==> config.mk <==
export PLATFORM = sky130hd
export DESIGN_NAME = lcd_fpdlink_tx_flat
export DESIGN_NICKNAME = d
export VERILOG_FILES = /design/src/rtl/lcd_fpdlink_tx_if.sv /design/src/rtl/lcd_fpdlink_tx.sv /design/src/flat_wrapper.sv
export SDC_FILE = /design/constraint.sdc
export NUM_CORES = 1
export LEC_CHECK = 0
export ABC_AREA = 1
export ABC_CLOCK_PERIOD_IN_PS = 4900
export BUFFER_PORTS_ARGS = -buffer_cell sky130_fd_sc_hd__buf_2
export CORE_ASPECT_RATIO = 1.75
export CORE_MARGIN = 2
export CORE_UTILIZATION = 40
export DETAILED_ROUTE_END_ITERATION = 10
export PLACE_DENSITY = 0.61
export SLEW_MARGIN = 10
export SYNTH_ARGS = -nofsm -noshare
export SYNTH_HDL_FRONTEND = slang
export SYNTH_SLANG_ARGS = --single-unit
==> constraint.sdc <==
create_clock -name clk -period 4.9 [get_ports clk]
set_input_delay 0.735 -clock clk [delete_from_list [all_inputs] [get_ports clk]]
set_output_delay 0.735 -clock clk [all_outputs]
set_load 0.005 [all_outputs]
==> src/rtl/lcd_fpdlink_tx_if.sv <==
// Pixel-fetch link between the FPD-Link transmitter (master) and the upstream frame source (slave).
interface lcd_fpdlink_tx_if;
    logic        pix_req;
    logic [11:0] pix_x;
    logic [11:0] pix_y;
    logic [23:0] pix_data;

    modport master (output pix_req, output pix_x, output pix_y, input pix_data);
    modport slave  (input pix_req, input pix_x, input pix_y, output pix_data);
endinterface

==> src/rtl/lcd_fpdlink_tx.sv <==
// FPD-Link/OpenLDI transmit core: panel timing, pixel fetch and 7:1 lane word packing.
// Defining LCD_TESTPAT_EN adds the pat_sel input and an internal 8-bar colour generator.
module lcd_fpdlink_tx #(
    parameter int LANES     = 4,
    parameter int MAP_JEIDA = 0,
    parameter int H_ACTIVE  = 1024,
    parameter int H_FP      = 160,
    parameter int H_SYNC    = 20,
    parameter int H_BP      = 140,
    parameter int V_ACTIVE  = 600,
    parameter int V_FP      = 12,
    parameter int V_SYNC    = 3,
    parameter int V_BP      = 20,
    parameter int HS_POL    = 0,
    parameter int VS_POL    = 0
) (
    input  logic                 clk,
    input  logic                 rst,
    input  logic                 en,
`ifdef LCD_TESTPAT_EN
    input  logic                 pat_sel,
`endif
    lcd_fpdlink_tx_if.master     pix,
    output logic [7*LANES-1:0]   lane_data,
    output logic [6:0]           clk_word,
    output logic                 frame_start,
    output logic [11:0]          line_cnt
);

    localparam int          H_TOTAL     = H_ACTIVE + H_FP + H_SYNC + H_BP;
    localparam int          V_TOTAL     = V_ACTIVE + V_FP + V_SYNC + V_BP;
    localparam int          LW          = 7 * LANES;
    localparam logic [11:0] H_LAST      = 12'(H_TOTAL - 1);
    localparam logic [11:0] V_LAST      = 12'(V_TOTAL - 1);
    localparam logic [11:0] H_ACT       = 12'(H_ACTIVE);
    localparam logic [11:0] V_ACT       = 12'(V_ACTIVE);
    localparam logic [11:0] HS_BEG      = 12'(H_ACTIVE + H_FP);
    localparam logic [11:0] HS_END      = 12'(H_ACTIVE + H_FP + H_SYNC);
    localparam logic [11:0] VS_BEG      = 12'(V_ACTIVE + V_FP);
    localparam logic [11:0] VS_END      = 12'(V_ACTIVE + V_FP + V_SYNC);
    localparam logic        WIDE_MAP    = (LANES == 4) && (MAP_JEIDA == 0);
    localparam logic        HS_INV      = (HS_POL != 0);
    localparam logic        VS_INV      = (VS_POL != 0);
    localparam logic [6:0]  CLK_PATTERN = 7'b1100011;

    typedef struct packed {
        logic        de;
        logic        hs;
        logic        vs;
        logic        fs;
        logic [11:0] y;
    } ctl_t;

    logic [11:0] h, v, h_nxt, v_nxt, x_nxt;
    ctl_t        s0, s0_nxt, s1;
    logic        req_nxt;
    logic        pat_now;
    logic [23:0] pixel;
    logic [27:0] lane_words, blank_words;

    assign clk_word = CLK_PATTERN;

    // Stage 0 next state: timing counters plus the control flags of the pixel being requested.
    // NOTE: every combinational output gets a default first so no path can infer a latch.
    always_comb begin
        h_nxt   = '0;
        v_nxt   = '0;
        x_nxt   = '0;
        s0_nxt  = '0;
        req_nxt = 1'b0;
        if (en) begin
            h_nxt = (h == H_LAST) ? '0 : h + 12'd1;
            v_nxt = v;
            if (h == H_LAST) v_nxt = (v == V_LAST) ? '0 : v + 12'd1;
            x_nxt     = h;
            s0_nxt.de = (h < H_ACT) && (v < V_ACT);
            s0_nxt.hs = (h >= HS_BEG) && (h < HS_END);
            s0_nxt.vs = (v >= VS_BEG) && (v < VS_END);
            s0_nxt.fs = (h == '0) && (v == '0);
            s0_nxt.y  = v;
            req_nxt   = s0_nxt.de && !pat_now;
        end
    end

    // NOTE: state registers use non-blocking assignments so every stage samples pre-edge values.
    always_ff @(posedge clk or posedge rst) begin
        if (rst) begin
            h           <= '0;
            v           <= '0;
            s0          <= '0;
            pix.pix_req <= 1'b0;
            pix.pix_x   <= '0;
            pix.pix_y   <= '0;
        end else begin
            h           <= h_nxt;
            v           <= v_nxt;
            s0          <= s0_nxt;
            pix.pix_req <= req_nxt;
            pix.pix_x   <= x_nxt;
            pix.pix_y   <= s0_nxt.y;
        end
    end

`ifdef LCD_TESTPAT_EN
    localparam int          BAR_W    = (H_ACTIVE >= 8) ? H_ACTIVE / 8 : 1;
    localparam logic [11:0] BAR_LAST = 12'(BAR_W - 1);

    logic        pat_on, pat0, pat1;
    logic [11:0] bar_cnt;
    logic [2:0]  bar_idx, bar0, bar1;

    // The selection is latched at the top-left pixel so a frame is never mixed.
    assign pat_now = ((h == '0) && (v == '0)) ? pat_sel : pat_on;

    always_ff @(posedge clk or posedge rst) begin
        if (rst) begin
            pat_on  <= 1'b0;
            pat0    <= 1'b0;
            pat1    <= 1'b0;
            bar_cnt <= '0;
            bar_idx <= '0;
            bar0    <= '0;
            bar1    <= '0;
        end else begin
            pat0 <= en && pat_now;
            bar0 <= bar_idx;
            pat1 <= pat0;
            bar1 <= bar0;
            if (en && (h == '0) && (v == '0)) pat_on <= pat_sel;
            if (!en || (h == H_LAST)) begin
                bar_cnt <= '0;
                bar_idx <= '0;
            end else if (h < H_ACT) begin
                if (bar_cnt == BAR_LAST) begin
                    bar_cnt <= '0;
                    bar_idx <= bar_idx + 3'd1;
                end else begin
                    bar_cnt <= bar_cnt + 12'd1;
                end
            end
        end
    end
`else
    assign pat_now = 1'b0;
`endif

    always_ff @(posedge clk or posedge rst) begin
        if (rst) s1 <= '0;
        else     s1 <= s0;
    end

    // Stage 1 pixel; bar index bits encode the colour order white..black directly.
    always_comb begin
        pixel = pix.pix_data;
`ifdef LCD_TESTPAT_EN
        if (pat1) pixel = {{8{~bar1[1]}}, {8{~bar1[2]}}, {8{~bar1[0]}}};
`endif
        if (!s1.de) pixel = '0;
    end

    // High field fills the 6 main lane slots; the 2-bit extra field goes to lane 3.
    function automatic logic [27:0] pack_lanes(input logic [23:0] rgb, input logic de,
                                               input logic hs, input logic vs);
        logic [5:0] rh, gh, bh;
        logic [1:0] rx, gx, bx;
        if (WIDE_MAP) begin
            {rx, rh} = rgb[23:16];
            {gx, gh} = rgb[15:8];
            {bx, bh} = rgb[7:0];
        end else begin
            {rh, rx} = rgb[23:16];
            {gh, gx} = rgb[15:8];
            {bh, bx} = rgb[7:0];
        end
        return {1'b0, bx, gx, rx, de, vs, hs, bh[5:2], bh[1:0], gh[5:1], gh[0], rh};
    endfunction

    assign lane_words  = pack_lanes(pixel, s1.de, s1.hs ^ HS_INV, s1.vs ^ VS_INV);
    assign blank_words = pack_lanes('0, 1'b0, HS_INV, VS_INV);

    always_ff @(posedge clk or posedge rst) begin
        if (rst) begin
            lane_data   <= blank_words[LW-1:0];
            frame_start <= 1'b0;
            line_cnt    <= '0;
        end else begin
            lane_data   <= lane_words[LW-1:0];
            frame_start <= s1.fs;
            line_cnt    <= s1.y;
        end
    end

endmodule

==> src/flat_wrapper.sv <==
// flat-port wrapper written by rule: the top's interface ports become plain ports
module lcd_fpdlink_tx_flat 
#(
    parameter int LANES     = 4,
    parameter int MAP_JEIDA = 0,
    parameter int H_ACTIVE  = 1024,
    parameter int H_FP      = 160,
    parameter int H_SYNC    = 20,
    parameter int H_BP      = 140,
    parameter int V_ACTIVE  = 600,
    parameter int V_FP      = 12,
    parameter int V_SYNC    = 3,
    parameter int V_BP      = 20,
    parameter int HS_POL    = 0,
    parameter int VS_POL    = 0
)
  (clk, rst, en, lane_data, clk_word, frame_start, line_cnt, pix_pix_req, pix_pix_x, pix_pix_y, pix_pix_data);
  lcd_fpdlink_tx_if pix_i ();
  input  logic clk;
  input  logic rst;
  input  logic en;
  output logic [7*LANES-1:0] lane_data;
  output logic [6:0] clk_word;
  output logic frame_start;
  output logic [11:0] line_cnt;
  output wire logic [$bits(pix_i.pix_req)-1:0] pix_pix_req;
  output wire logic [$bits(pix_i.pix_x)-1:0] pix_pix_x;
  output wire logic [$bits(pix_i.pix_y)-1:0] pix_pix_y;
  input wire logic [$bits(pix_i.pix_data)-1:0] pix_pix_data;
  assign pix_pix_req = pix_i.pix_req;
  assign pix_pix_x = pix_i.pix_x;
  assign pix_pix_y = pix_i.pix_y;
  assign pix_i.pix_data = pix_pix_data;
  lcd_fpdlink_tx #(.LANES(LANES), .MAP_JEIDA(MAP_JEIDA), .H_ACTIVE(H_ACTIVE), .H_FP(H_FP), .H_SYNC(H_SYNC), .H_BP(H_BP), .V_ACTIVE(V_ACTIVE), .V_FP(V_FP), .V_SYNC(V_SYNC), .V_BP(V_BP), .HS_POL(HS_POL), .VS_POL(VS_POL)) u_core (.clk(clk), .rst(rst), .en(en), .pix(pix_i), .lane_data(lane_data), .clk_word(clk_word), .frame_start(frame_start), .line_cnt(line_cnt));
endmodule
### Word-level counts from Yosys, hierarchy flattened

Cells that the tools add are included.

| word-level totals | value |
|---|---|
| flip-flop bits (word level) | 109 |

| operators by class | value |
|---|---|
| reduce and logical (&&, ||, !) cells | 6 |
| add/sub/neg operators | 2 |
| mux-type cells | 9 |
| equal/unequal tests | 3 |
| magnitude comparators | 6 |

Operators by type and width:

| operator | number |
|---|---|
| $mux W12 | 6 |
| $add A12 B1 Y12 const B | 2 |
| $logic_not A12 Y1 | 2 |
| $lt A12 B10 Y1 const B | 2 |
| $lt A12 B11 Y1 const B | 2 |
| $mux W24 | 1 |
| $mux W16 | 1 |
| $eq A12 B10 Y1 const B | 1 |
| $eq A12 B11 Y1 const B | 1 |
| $ge A12 B10 Y1 const B | 1 |
| $ge A12 B11 Y1 const B | 1 |
| $logic_and A1 B1 Y1 | 4 |
| $ne A2 B1 Y1 const B | 1 |
| $mux W1 | 1 |

### Logic depth before layout (Yosys ltp)

Gate-level depths: netlist (run 1).

| depth | value |
|---|---|
| word-level depth | 4 |
| depth in mapped cells | 9 |
| depth with buffers taken out | 9 |

### Worst setup path before layout (run 1)

OpenSTA, ideal clock, no wires.

| timing path | value |
|---|---|
| path kind | in2reg |
| start | input port en |
| end | register u_core.s0[13] in the netlist's numbering |
| library setup time | 0.101 ns |
| stages on the path | 4 |
| setup slack | 3.467 ns |
| data required time | 4.799 ns |
| arrival | 1.332 ns |
| path buffers | 2 |
| cells stage by stage | buf_4 -> buf_2 -> nand2_1 -> nor4_1 |

RTL lines:

| item | line | RTL |
|---|---|---|
| start: declaration | flat_wrapper.sv:21 | `input logic en;` |
| end signal: assignment | lcd_fpdlink_tx.sv:97 | `s0 <= s0_nxt;` |
| end: declaration | lcd_fpdlink_tx.sv:55 | `ctl_t s0, s0_nxt, s1;` |

### Worst setup path after layout (run 1)

| timing path | value |
|---|---|
| start | input port en |
| end | register u_core.h[3] |

| between the ends | value |
|---|---|
| longest elaborated chain between the ends | 1 |

Ends and longest elaborated chain:

| item | line | RTL |
|---|---|---|
| $mux W12 | lcd_fpdlink_tx.sv:71 | `if (en) begin` |
| via u_core.h_nxt[3] | lcd_fpdlink_tx.sv:54 | `logic [11:0] h, v, h_nxt, v_nxt, x_nxt;` |
| end signal: assignment | lcd_fpdlink_tx.sv:95 | `h <= h_nxt;` |
| end: declaration | lcd_fpdlink_tx.sv:54 |  |

The timed path passes the listed nets, and every way through them passes these cells.
A chain may end at the register's enable or synchronous reset.

==> impl_results.md, run 1 <==
- Hold-fix buffers, CTS: 0
- Unrepaired setup endpoints after global routing: no
- Die height: 140 µm
- Nets: 536
- CP max stage delay: 0.51 ns
- R2R Setup Slk: 3.24 ns
- Status: finished clean
- Number of global-route vias before repair: 2880
- Reg-to-reg endpoint: u_core.v[2]
- First-pass GRT wire length: 13400 µm
- Critical path depth: 5
- Max-slew violations: 0
- Die X: 81.7 µm
- Post-DRT Antenna Nets: 0
- Drt drc: 0
- Seq/Total Area, Yosys: 63.9%
- Initial antenna violation count: 0
- Worst Hold Class: flop to flop
- Post-CTS setup repair buffer count: 0
- Worst path arrival time: 2.04 ns
- Total core area: 10300 µm²
- Buf+Inv Stages, Crit Path: 2
- Resized Gates After CTS: 0
- Slew headroom: 48.5%
- Num CTS Buffers: 9
- Port buffer count: 91
- Vias post-DR: 2879
- Clk Latency, worst-skew pair: 0.34 ns
- Clk sinks: 108
- Critical path cell sequence: buf_2 > nand2_4 > inv_2 > o21ai_0 > nor2_1
- CP delay by family, top: buffers and inverters
- I/O pins: 100
- #FFs+latches synth: 108
- Pleak: 2.98 nW
- Min Tclk post-route: 1.77 ns
- Worst Clk Skew: 0.00607 ns
- Endpoints failing setup: 0
- CTS HTree Levels: 3
- CTS clk-pin slew, worst paths: 0.07 ns
- Row cnt: 49
- GR Overflow Total: 0
- DIE AREA: 11400 µm²
- Setup CP Type: input port to flop
- Final Hold Fails: 0
- CP Launch Point: en
- Largest net degree at the start of global routing: 66
- Starting Density: 41.1%
- Root Buffer: clkbuf_16
- ANT cells: 0
- Fraction of layout cells with a size suffix above 1: 25.1%
- Routability cong.: 0.844
- Tcrit/Tclk final: 36.1%
- Avg WL per Cell: 13.1 µm
- CTS tree: yes
- Fmax: 565 MHz
- Setup TNS: 0 ns
- DRT Pass-1 Iters: 5
- VDD IR max: 0.000216 V
- Vias per cell: 4.53
- Distinct cells, synth: 30
- Post-Syn Instances: 425
- Worst Setup End Kind: flop
- Area grow syn2layout: 17.7%
- HPWL Detailed: 5850 µm
- # fillers: 945
- Ys Warns: 0
- Worst Path Max Fanout: 33
- CP max-delay cell: buf_2
- Max clock buf depth: 2
- Drt initial violations: 147
- Setup crit end: u_core.h[3]
- R2R Path Start: u_core.h[0]
- WL final: 8330 µm
- Fin util: 48.3%
- CP startpoint kind: input port
- Global Route Usage Sum: 15.3%
- Max-Cap Viols: 0
- PD cells: 352 nW/µm²
- Worst-Margin Slew: 0.772 ns
- Mean Syn Cell Area: 9.95 µm²
- Worst r2r path cells: 8
- Critical Path RT: 5.17 ns
- Netlist Area Pre-Place: 4230 µm²
## synth_stat cells
master      n  share of area, %
clkbuf_1    4              0.35
nand2_2     4              0.59
nand3_2     1              0.24
buf_2       1              0.12
a211oi_1    1              0.18
a21boi_0    1              0.18
buf_4      23               4.1
nand2_4     1              0.27
xor2_1      6               1.2
a21oi_1     4              0.47
nor3_1     12               1.4
o21ai_2     3              0.62
nand2_1    89               7.9
inv_2       3              0.27
nand3_1    15               1.8
nand3b_1    1              0.18
nor4_1      4              0.59
nor2_2      3              0.44
nand4_1     7               1.0
a21oi_2     1              0.21
conb_1      2              0.18
inv_1      80               7.1
o21ai_0     5              0.59
ha_1        5               1.5
or2_2       3              0.44
nor2_4      2              0.53
nor2_1     31               2.8
buf_6       2              0.53
dfrtp_1   108                64
o21ai_1     3              0.35
## layer usage
metal	part of all wire, %	wire [µm]	global-route usage (%)
met1	38	3180	16.8
met3	5.4	447	3.03
met2	53	4380	26.9
met5	0	0	0
met4	3.8	318	8.07
## sequential cells by signal, summed over array words and instances, names as in the netlist
signal	flops
u_core.lane_data	27
u_core.frame_start	1
u_core.v	12
u_core.line_cnt	12
u_core.pix.pix_y	12
u_core.s0	3
u_core.h	12
u_core.pix.pix_req	1
u_core.pix.pix_x	12
u_core.lane_words	3
u_core.s1	13
## how the worst min path moves through the flow
stage | end | slack, ns | cells after the start | start
2_1_floorplan | u_core.frame_start | 0.33 | 0 | u_core.s1[12]
3_3_place_gp | u_core.line_cnt[10] | 0.33 | 0 | u_core.s1[10]
3_5_place_dp | u_core.line_cnt[10] | 0.33 | 0 | u_core.s1[10]
4_1_cts | u_core.line_cnt[9] | 0.35 | 0 | u_core.s1[9]
5_1_grt | u_core.line_cnt[1] | 0.36 | 0 | u_core.s1[1]
6_report | u_core.line_cnt[9] | 0.35 | 0 | u_core.s1[9]
## layout make-up
type                            instances  area (µm²)  area share [%]
Sequential cell                       108        2700            54.3
Multi-Input combinational cell        210        1020            20.6
Tap cell                              127         159            3.19
Timing Repair Buffer                   92         463            9.30
Inverter                               83         314            6.31
Clock buffer                           11         233            4.68
Clock inverter                          5        82.6            1.66
## worst register-to-register path: stages (launching register included)
cell	delay, ns
dfrtp_1	0.42
ha_1	0.22
nand2_2	0.08
nor2_4	0.13
nand3_2	0.11
nand2_4	0.20
inv_2	0.16
o21ai_0	0.18
nor2_1	0.05
## through the flow
stage / area (µm²) / cells / worst slack [ns] / power (mW) / hold slack [ns]
6_report: 4980 / 636 / 3.13 / 1.75 / 0.349
5_1_grt: 4980 / 636 / 2.97 / 1.82 / 0.361
4_1_cts: 4980 / 636 / 3.15 / 1.78 / 0.352
3_5_place_dp: 4660 / 620 / 2.82 / 1.01 / 0.335
3_3_place_gp: 4660 / 620 / 2.91 / 1.01 / 0.332
2_1_floorplan: 4250 / 431 / 1.32 / 0.981 / 0.331
## cells in the final DEF, fill, tap and decap left out, drive strengths merged
| master | synthesis | final |
|---|---|---|
| or2 | 3 | 3 |
| o21ai | 11 | 11 |
| buf | 26 | 92 |
| nor3 | 12 | 12 |
| a21oi | 5 | 5 |
| nand3 | 16 | 16 |
| bufinv | 0 | 2 |
| xor2 | 6 | 6 |
| nor4 | 4 | 4 |
| a211oi | 1 | 1 |
| dfrtp | 108 | 108 |
| nand3b | 1 | 1 |
| nand2 | 94 | 94 |
| inv | 83 | 85 |
| clkinv | 0 | 1 |
| nor2 | 36 | 36 |
| ha | 5 | 5 |
| nand4 | 7 | 7 |
| a21boi | 1 | 1 |
| clkbuf | 4 | 11 |
| conb | 2 | 8 |
## kinds of logic after synthesis
group / share of synthesized area (%)
AO/OA/AOI/OAI: 2.60
XOR/XNOR: 1.24
adder cells (fa/ha/maj): 1.48
buffers and inverters: 12.5
flip-flops: 63.9
other: 0.178
AND/OR/NAND/NOR: 18.2
## report_power, final
| group | internal [mW] | switching [mW] |
|---|---|---|
| clock | 0.451 | 0.310 |
| combinational | 0.0258 | 0.0476 |
| sequential | 0.908 | 0.00915 |
| total | 1.38 | 0.367 |
Power figures use the tool's default switching activity.
==> run 2: changes to the inputs <==
--- a/config.mk
+++ b/config.mk
@@ -5,14 +5,14 @@
 export SDC_FILE = /design/constraint.sdc
 export NUM_CORES = 1
 export LEC_CHECK = 0
-export ABC_AREA = 1
-export ABC_CLOCK_PERIOD_IN_PS = 4900
+export ABC_AREA = 0
+export ABC_CLOCK_PERIOD_IN_PS = 1600
 export BUFFER_PORTS_ARGS = -buffer_cell sky130_fd_sc_hd__buf_2
 export CORE_ASPECT_RATIO = 1.75
 export CORE_MARGIN = 2
 export CORE_UTILIZATION = 40
 export DETAILED_ROUTE_END_ITERATION = 10
-export PLACE_DENSITY = 0.61
+export PLACE_DENSITY = 0.64
 export SLEW_MARGIN = 10
 export SYNTH_ARGS = -nofsm -noshare
 export SYNTH_HDL_FRONTEND = slang
==> constraint.sdc (replaced) <==
create_clock -name clk -period 1.6 [get_ports clk]
set_input_delay 0.24 -clock clk [delete_from_list [all_inputs] [get_ports clk]]
set_output_delay 0.24 -clock clk [all_outputs]
set_load 0.005 [all_outputs]
==> run 2 against run 1 <==
Effect of this change:
- the run now ends with negative setup slack left
- largest cell class unchanged
- clock-buffer cell count grew 1
- hold slack lost 0.24 ns
- die area shrank 5.4%
- critical path type is now flop to flop
- via count shrank 6.6%
- area after synthesis shrank 5.6%
- clock power grew to 2.9 times the previous value
==> impl_results.md, run 2 <==
- Number of global-route vias before repair: 2633 (-8.6%)
- Area of the multi-input gates: 1110 µm² (+8.3%)
- Min Tclk post-route: 2.19 ns
- Worst-Margin Slew: 0.510 ns (-0.262 ns)
- Worst Setup End Kind: flop
- Fmax: 457 MHz
- Worst Clk Skew: 0.00495 ns (-0.00112 ns)
- Vias post-DR: 2688 (-6.6%)
- Total core area: 9790 µm² (-5.0%)
- HPWL Detailed: 5810 µm (-0.64%)
- Critical Path RT: 1.87 ns (-3.30 ns)
- I/O pins: 100 (unchanged)
- PD cells: 1030 nW/µm² (+190%)
- Drt drc: 0 (unchanged)
- CP startpoint kind: flop
- Unrepaired setup endpoints after global routing: yes
- DRT Pass-1 Iters: 4 (-1)
- # fillers: 831 (-12%)
- Synth Flop Type: dfrtp_1
- Status: complete, but fails checks
- Max FFs per register: 27 (unchanged)
- Commonest cells after routing, fill and taps aside: 108 x dfrtp_1, 91 x buf_2, 38 x and2_1
- Routability cong.: 0.820 (-2.9%)
- Failing checks: negative setup slack
- Die height: 136 µm (-2.8%)
- Drt initial violations: 130 (-12%)
- Final worst setup slack: -0.589 ns (-3.72 ns)
- Most common cell after layout, fill and taps aside: dfrtp_1
- Worst r2r path cells: 4 (-4)
- First-pass GRT wire length: 12500 µm (-7.1%)
- Reg area: 2700 µm² (unchanged)
- CP delay by family, top: simple AND/OR/NAND/NOR gates
- Endpoints failing setup: 22 (+22)
- Biggest register: u_core.lane_data
- Setup TNS: -8.73 ns (-8.73 ns)
- Buf+Inv Stages, Crit Path: 0 (-2)
- Post-DRT Antenna Nets: 0 (unchanged)
- Starting Density: 40.8% (-0.29 points)
- Vias per cell: 4.68 (+3.5%)
- VDD IR max: 0.000588 V (+170%)
- CTS HTree Levels: 3 (unchanged)
- Worst path arrival time: 2.46 ns (+0.42 ns)
- Global Route Usage Sum: 15.2% (-0.11 points)
- Worst Hold Class: input port to flop
- Setup CP Type: flop to flop
- DIE AREA: 10800 µm² (-5.4%)
- Max-Cap Viols: 0 (unchanged)
- Clk sinks: 108 (unchanged)
- Hold-critical path depth: 2 (+2)
- Mean Syn Cell Area: 12.2 µm² (+23%)
- Largest regs: u_core.lane_data: 27 flops, u_core.s1: 13 flops
- Post-synth EDFFs: 0 (unchanged)
- Port buffer count: 91 (unchanged)
- Area grow syn2layout: 28.4%
- CTS clk-pin slew, worst paths: 0.07 ns (about the same)
- Post-synth top area cell: dfrtp_1
- Ys Warns: 0 (unchanged)
- Max-slew violations: 0 (unchanged)
- Pleak: 2.67 nW (-11%)
- Nets: 476 (-11%)
- Share of the synthesized area in the top cell type: 67.7% (+3.8 points)
- CP max-delay cell: or4_1
- Count leader, synth: dfrtp_1
- Post-Syn Instances: 326 (-23%)
- Largest net degree at the start of global routing: 43 (-35%)
- ANT cells: 0 (unchanged)
- Area of all placed cells without fillers: 5130 µm² (+3.0%)
- Max clock buf depth: 2 (unchanged)
- Ys async rst share: 100% (unchanged)
- Avg WL per Cell: 13.9 µm (+6.3%)
- Top cells by area, synth: dfrtp_1 68%, and2_1 6.0%, buf_4 3.8%
- Tcrit/Tclk final: 137%
- Fraction of layout cells with a size suffix above 1: 34.5% (+9.4 points)
- Dpl cell area: 4760 µm² (+2.1%)
- Row cnt: 48 (-2.0%)
- Die X: 79.5 µm (-2.7%)
- GR Overflow Total: 0 (unchanged)
- Commonest cells in the netlist: 108 x dfrtp_1, 38 x and2_1, 25 x nor2_1
- WL final: 7990 µm (-4.0%)
- #FFs+latches synth: 108 (unchanged)
- Clk Latency, worst-skew pair: 0.34 ns (about the same)
- Slew headroom: 66.0% (+17 points)
- Seq/Total Area, Yosys: 67.7% (+3.8 points)
- Worst Path Max Fanout: 7 (-79%)
- Final Hold Fails: 0 (unchanged)
- Initial antenna violation count: 0 (unchanged)
- Critical path depth: 4 (-1)
- Critical path cell sequence: or4b_4 > or4_4 > or4_1 > a21oi_2
- Distinct cells, synth: 36 (+20%)
- Root Buffer: clkbuf_16
- CP max stage delay: 0.56 ns (+0.05 ns)
- CTS tree: yes
- Num CTS Buffers: 9 (unchanged)
- Netlist Area Pre-Place: 3990 µm² (-5.6%)
## run 2: cell types whose count changed after synthesis, sizes merged, moves of 6 or more
cell | before | now
o21ai | 11 | 5
and2 | 0 | 38
inv | 83 | 15
nand2 | 94 | 17
nor2 | 36 | 25
xnor2 | 0 | 8
nor3 | 12 | 6
## run 2: through the flow
step	total power, mW	util (%)	cells	setup WS [ns]	hold slack, ns
3_5_place_dp	3.13	48.6	556	-0.654	0.233
5_1_grt	5.51	52.4	574	-0.653	0.0944
4_1_cts	5.35	52.1	573	-0.577	0.0975
3_3_place_gp	3.13	48.6	556	-0.606	0.235
6_report	5.29	52.4	574	-0.589	0.108
2_1_floorplan	3.01	-	332	-0.634	0.331
## run 2: final timing paths
check,start,to,slack (ns)
setup / recovery,u_core.h[6],u_core.v[5],-0.59
hold / removal,pix_pix_data[10],u_core.lane_data[8],0.11
setup reg to reg,u_core.h[6],u_core.v[5],-0.59
hold reg to reg,u_core.s1[1],u_core.line_cnt[1],0.35
max in group asynchronous,rst,u_core.pix.pix_y[0],0.55
min in group asynchronous,rst,u_core.lane_words[19],0.42
## run 2: power breakdown
group	leakage, nW	switching (mW)	internal, mW	total, mW
logic	1.05	0.150	0.120	0.270
registers	1.47	0.0244	2.79	2.81
clock network	0.144	0.937	1.27	2.20
total	2.67	1.11	4.18	5.29
## run 2: cell type report
cell class | count | area share (%)
Clock buffer | 12 | 4.81
Clock inverter | 4 | 1.07
Inverter | 15 | 1.17
Multi-Input combinational cell | 178 | 21.6
Sequential cell | 108 | 52.7
Tap cell | 125 | 3.05
Timing Repair Buffer | 132 | 15.6
## run 2: repair_timing
| action | 4_1_cts | 5_1_grt |
|---|---|---|
| buffers inserted | 0 | 1 |
| hold buffers | 1 | 0 |
| endpoints found under the hold margin | 11 | 0 |
| gates resized for setup | 5 | 6 |
| pin swaps | 3 | 3 |
| setup endpoints to repair | 22 | 22 |
## run 2: routing by layer
metal	vias to the layer above	GRT usage, %	part of all wire (%)
met5	-	0	0
li1	1292	-	-
met1	1291	16.7	37
met4	0	8.72	3.1
met3	17	3.52	5.2
met2	88	26.5	54
## run 2: logic make-up after synthesis
group,Yosys count,share of synthesized area (%)
flip-flops,108,67.7
XOR/XNOR,10,2.19
buffers and inverters,46,6.46
adder cells (fa/ha/maj),5,1.57
AO/OA/AOI/OAI,25,3.85
multiplexers,2,0.533
AND/OR/NAND/NOR,128,17.5
other,2,0.188
